<file path="src/rtl/uart_hex_framer.sv">
// Sample FIFO for the hex framer: stores SAMPLE_WIDTH-bit words in strict arrival order.
// Latency: a word pushed at edge N is visible at pop_dat after edge N; there is no bypass when full.
// Backpressure: the caller pushes only when count < DEPTH and pops only when count != 0.
module uart_hex_framer_fifo #(
    parameter int WIDTH = 16,
    parameter int DEPTH = 16
) (
    input  logic                     clk,
    input  logic                     rst,
    input  logic                     push,
    input  logic [WIDTH-1:0]         push_dat,
    input  logic                     pop,
    output logic [WIDTH-1:0]         pop_dat,
    output logic [$clog2(DEPTH):0]   count
);
    localparam int AW = $clog2(DEPTH);

    logic [WIDTH-1:0] mem_q [DEPTH];
    logic [AW-1:0]    wr_q;
    logic [AW-1:0]    rd_q;
    logic [AW:0]      cnt_q;
    logic [AW:0]      cnt_d;

    // Storage array; contents need no reset because count gates every read.
    always_ff @(posedge clk) begin
        if (push) begin
            mem_q[wr_q] <= push_dat;
        end
    end

    // Next occupancy: simultaneous push and pop leaves it unchanged.
    always_comb begin
        cnt_d = cnt_q;
        case ({push, pop})
            2'b10:   cnt_d = cnt_q + 1'b1;
            2'b01:   cnt_d = cnt_q - 1'b1;
            default: cnt_d = cnt_q;
        endcase
    end

    // Pointers wrap naturally because DEPTH is a power of two.
    always_ff @(posedge clk) begin
        if (!rst) begin
            wr_q  <= '0;
            rd_q  <= '0;
            cnt_q <= '0;
        end else begin
            if (push) begin
                wr_q <= wr_q + 1'b1;
            end
            if (pop) begin
                rd_q <= rd_q + 1'b1;
            end
            cnt_q <= cnt_d;
        end
    end

    assign pop_dat = mem_q[rd_q];
    assign count   = cnt_q;
endmodule

// Converts binary samples into uppercase ASCII hex lines (MSB nibble first) for a UART byte stream.
// Latency: a sample accepted into an empty FIFO at edge N is presented as the first hex byte after edge N+1.
// Backpressure: m_valid/m_data hold until m_ready; s_ready drops when the FIFO holds FIFO_DEPTH samples.
module uart_hex_framer #(
    parameter int SAMPLE_WIDTH = 16,
    parameter int FIFO_DEPTH   = 16,
    parameter int LINE_END     = 1
) (
    input  logic                          clk,
    input  logic                          rst,
    input  logic                          s_valid,
    output logic                          s_ready,
    input  logic [SAMPLE_WIDTH-1:0]       s_data,
    output logic                          m_valid,
    input  logic                          m_ready,
    output logic [7:0]                    m_data,
    output logic [$clog2(FIFO_DEPTH):0]   fifo_level
);
    localparam int NIB = SAMPLE_WIDTH / 4;
    localparam int NW  = $clog2(NIB + 1);
    localparam int LW  = $clog2(FIFO_DEPTH) + 1;
    localparam logic [LW-1:0] FULL_LVL = LW'(FIFO_DEPTH);

    typedef enum logic [2:0] {
        IDLE = 3'd0,
        HEX  = 3'd1,
        CR   = 3'd2,
        LF   = 3'd3,
        SEP  = 3'd4
    } state_t;

    state_t                  state_q;
    logic [SAMPLE_WIDTH-1:0] sh_q;
    logic [NW-1:0]           nib_q;
    logic [SAMPLE_WIDTH-1:0] pop_dat;
    logic [LW-1:0]           level;
    logic                    push;
    logic                    pop;
    logic [3:0]              top_nib;

    assign s_ready    = rst && (level != FULL_LVL);
    assign push       = s_valid && s_ready;
    assign pop        = (state_q == IDLE) && (level != '0);
    assign fifo_level = level;

    uart_hex_framer_fifo #(
        .WIDTH (SAMPLE_WIDTH),
        .DEPTH (FIFO_DEPTH)
    ) u_fifo (
        .clk      (clk),
        .rst      (rst),
        .push     (push),
        .push_dat (s_data),
        .pop      (pop),
        .pop_dat  (pop_dat),
        .count    (level)
    );

    // Line sequencer: load a sample, walk its nibbles, then append the line terminator.
    always_ff @(posedge clk) begin
        if (!rst) begin
            state_q <= IDLE;
            sh_q    <= '0;
            nib_q   <= '0;
        end else begin
            case (state_q)
                IDLE: begin
                    if (pop) begin
                        sh_q    <= pop_dat;
                        nib_q   <= NW'(NIB);
                        state_q <= HEX;
                    end
                end
                HEX: begin
                    if (m_ready) begin
                        sh_q  <= sh_q << 4;
                        nib_q <= nib_q - 1'b1;
                        if (nib_q == NW'(1)) begin
                            state_q <= (LINE_END != 0) ? CR : SEP;
                        end
                    end
                end
                CR: begin
                    if (m_ready) begin
                        state_q <= LF;
                    end
                end
                LF, SEP: begin
                    if (m_ready) begin
                        state_q <= IDLE;
                    end
                end
                default: state_q <= IDLE;
            endcase
        end
    end

    assign top_nib = sh_q[SAMPLE_WIDTH-1 -: 4];
    assign m_valid = (state_q != IDLE);

    // Output byte depends only on state and shift register, never on m_ready.
    always_comb begin
        m_data = 8'h00;
        case (state_q)
            HEX:     m_data = (top_nib <= 4'd9) ? (8'h30 + {4'h0, top_nib})
                                                : (8'h37 + {4'h0, top_nib});
            CR:      m_data = 8'h0D;
            LF:      m_data = 8'h0A;
            SEP:     m_data = 8'h20;
            default: m_data = 8'h00;
        endcase
    end
endmodule

</file>
<file path="config.mk">
export PLATFORM = sky130hd
export DESIGN_NAME = uart_hex_framer
export DESIGN_NICKNAME = d
export VERILOG_FILES = /design/src/rtl/uart_hex_framer.sv
export SDC_FILE = /design/constraint.sdc
export NUM_CORES = 1
export LEC_CHECK = 0
export CAP_MARGIN = 20
export CORE_ASPECT_RATIO = 1.75
export CORE_UTILIZATION = 30
export DETAILED_ROUTE_END_ITERATION = 8
export GPL_TIMING_DRIVEN = 0
export HOLD_SLACK_MARGIN = 0.02
export PLACE_DENSITY_LB_ADDON = 0.05
export SYNTH_ARGS = -nofsm -noshare
export SYNTH_HDL_FRONTEND = slang
export SYNTH_HIERARCHICAL = 1
export SYNTH_SLANG_ARGS = --single-unit
</file>
<file path="constraint.sdc">
create_clock -name clk -period 8.6 [get_ports clk]
set_input_delay 0.86 -clock clk [delete_from_list [all_inputs] [get_ports clk]]
set_output_delay 0.86 -clock clk [all_outputs]
set_load 0.02 [all_outputs]
</file>
==> impl_results.md <==
* Status: complete, but fails checks
* Failing checks: DRC
* Design area at between 10000 and 15000 um2
* DR iter-0 viols at approximately 330
* Hold Buf Count CTS at 0
* Drt drc at 5
* Total negative setup slack at 0 ns
* Fmax at 267 MHz
* Pre-antenna DRT Iters at 6
* Final Setup Violations at 0
* Clock slew at the register clock pins of the worst setup and hold paths at ~0.060 ns
* Final period utilization at between 40% and 50%
* Mapped Area at 11900 um2
* Clock Skew at 0.0136 ns
* Critical path capture point type: primary output
* Asr flop ratio synth at 0%
* Worst-Margin Slew at 1.11 ns
* First-pass GRT wire length at between 40000 and 50000 um
* Switching Share at 29.1%
* Sink Count at 294
* Share of layout cells above drive strength 1 at 16.2%
* Post-CTS Setup Repair Bufs at 0
* Total GRT Usage at 15.3%
* Area leader, netlist: edfxtp_1
* CTS tree: built
* Logic pwr share at 26.1%
* Yosys top cell area share at between 60 and 70%
* Die height at roughly 260 um
* Post-synth EDFFs at 256
* Synth top area cells: edfxtp_1 65%, mux4_2 11%, dfxtp_1 6.4%
* CP required at around 7.7 ns
* FILL cells at between 3k and 4k
* Top Ports at 35
* Largest net degree at the start of global routing at 17
* GPL Wtd Cong at 0.712
* Post-placement worst setup slack at 4.34 ns
* Max cap viols at 0
* Row count at 96
* P per Cell Area at 281 nW/um2
* IO buf count at 33
* Inserted Diodes at 0
* Library cells used by synthesis at 47
* DR vias at roughly 6.1k
* P_sw at 1.14 mW
* Hold crit path type: flop to flop
* Die Area at slightly above 40000 um2
* Detail Route Antenna Nets at 0
* CP Max Fanout at 10
* Initial antenna violation count at 0
* Final hold violation count at 0
* CP Launch Type: flop
* Count leader, synth: edfxtp_1
* Leakage at approximately 4.6 nW
* Mapped Nets at 681
* Cell count after synthesis at about 640
* Synth Flop Type: edfxtp_1
* Slew margin rel. at 25.7%
* Die Width at 152 um
* Warnings from Yosys at 6
* Post-DP HPWL at between 20000 and 25000 um
* Core Region at 39000 um2
* Gr ovfl total at 0
* P_int at 2.77 mW
* Final worst slack at 4.86 ns
* Root buffer selected by CTS: clkbuf_16
* RSZ-0062 raised after global routing: false
* Seq/Total Area, Yosys at about 71%
* Placed Area at between 10000 and 15000 um2
* Crit path kind: flop to primary output
* Clk_lat worst skew at 0.56 ns
* Sequential share of power at a little over two fifths
* Starting density of the core at a little under a third
* Syn_area_per_cell at 18.4 um2
* Critical Path AT at 2.88 ns
* Worst-case clock buffer depth at 3
* Yosys reg bits at about 290
* Synthesis-to-layout area growth at 17.2%
* Nets@finish at 754
* Cts repair resizes at 0
* Register area at between 8000 and 9000 um2
* Clock period minus final worst setup slack at 3.74 ns
* Pins Over Slew Limit at 0
* Routed len/inst at around 24 um
* CTS buffer count at 30
* Vias in the first global route at 6502
* Clock power frac at 31.3%
* H-tree depth at 1
* Vias/cell at 4.93
* Commonest cells post-synth: 256 x edfxtp_1, 56 x mux4_2, 48 x nand2_1
* Final wirelength at ~30000 um
* VDD IR-drop max at 0.147 mV
* Area occupied by multi-input gates at 3150 um2
## worst paths after layout
path | startpoint | to | slack [ns] | depth (start not counted)
setup reg to reg | u_fifo/count[1] | u_fifo/count[2] | 5.33 | 13
hold / removal | sh_q[1] | sh_q[1] | 0.46 | 2
setup / recovery | state_q[1] | m_data[2] | 4.86 | 9
hold reg to reg | sh_q[1] | sh_q[1] | 0.46 | 2
## cell usage in the layout, fill, tap and decap left out, types with 6 or more instances in the layout
cell	count
nor2b_1	6
clkdlybuf4s50_1	33
clkbuf_1	27
o211a_1	12
mux4_2	56
xnor2_1	6
a22oi_1	32
buf_6	8
clkinv_1	10
nand2_1	48
inv_1	12
o21ai_1	8
dfxtp_1	38
ha_1	18
and2_1	27
clkbuf_16	32
nand4b_1	6
edfxtp_1	256
mux2i_1	19
mux4_1	8
nor2_1	8
## routing by layer
layer  routed length (um)  vias up  global-route usage [%]
li1                     -     2719                       -
met1                10900     3211                    16.0
met2                17500       93                    30.8
met3                  829       40                    1.80
met4                  847        0                    5.52
met5                    0        -                       0
## worst max-delay path, cell delays in order (launching register included)
cell	delay [ns]
dfxtp_1	0.35
inv_1	0.12
ha_1	0.15
buf_2	0.22
clkbuf_1	0.45
nand2_1	0.16
a21oi_1	0.15
nand2_1	0.07
nand2_1	0.06
clkdlybuf4s50_1	0.60
## sequential cells by signal, summed over array words and instances (netlist names), named ones only
signal	count
u_fifo/wr_q	4
nib_q	3
u_fifo/rd_q	4
u_fifo/count	5
state_q	2
sh_q	16
u_fifo/mem_q	256
## area by class of cell
type,instances,share of cell area (%)
plain buffers,36,1.49
clock buffers,39,5.80
clock inverters,17,0.756
inverters,12,0.324
multi-input cells,301,22.7
flip-flops and latches,294,60.8
well taps,490,4.41
repair buffers,41,3.74
## power by group through the flow
| stage | sequential, mW | combinational [mW] | clock [mW] |
|---|---|---|---|
| after floorplan | 1.69 | 0.725 | 0 |
| after global placement | 1.69 | 1.03 | 0 |
| after detailed placement | 1.70 | 1.05 | 0 |
| after CTS | 1.67 | 1.05 | 1.27 |
| after global routing | 1.67 | 1.12 | 1.32 |
| final | 1.67 | 1.02 | 1.22 |
## cell families (layout without fill, tap and decap cells)
group | Yosys count | in the layout | synth area share [%]
buffers and inverters | 48 | 145 | 2.13
AOI/OAI and AO/OA | 74 | 74 | 4.59
other | 1 | 1 | 0.0316
DFF | 294 | 294 | 71.3
xor gates and xnor gates | 11 | 11 | 0.813
muxes | 84 | 84 | 14.1
adders and majority gates | 18 | 18 | 1.90
and+or+nand+nor | 113 | 113 | 5.14
## metrics by stage
step,power (mW),cells,hold WS [ns],utilization [%]
final,3.91,1230,0.458,35.6
after global routing,4.11,1230,0.478,35.6
after detailed placement,2.74,1170,0.448,33.1
after global placement,2.72,1166,0.437,32.8
after CTS,3.98,1226,0.458,35.4
after floorplan,2.41,643,0.428,-
(Power assumes the default switching activity.)
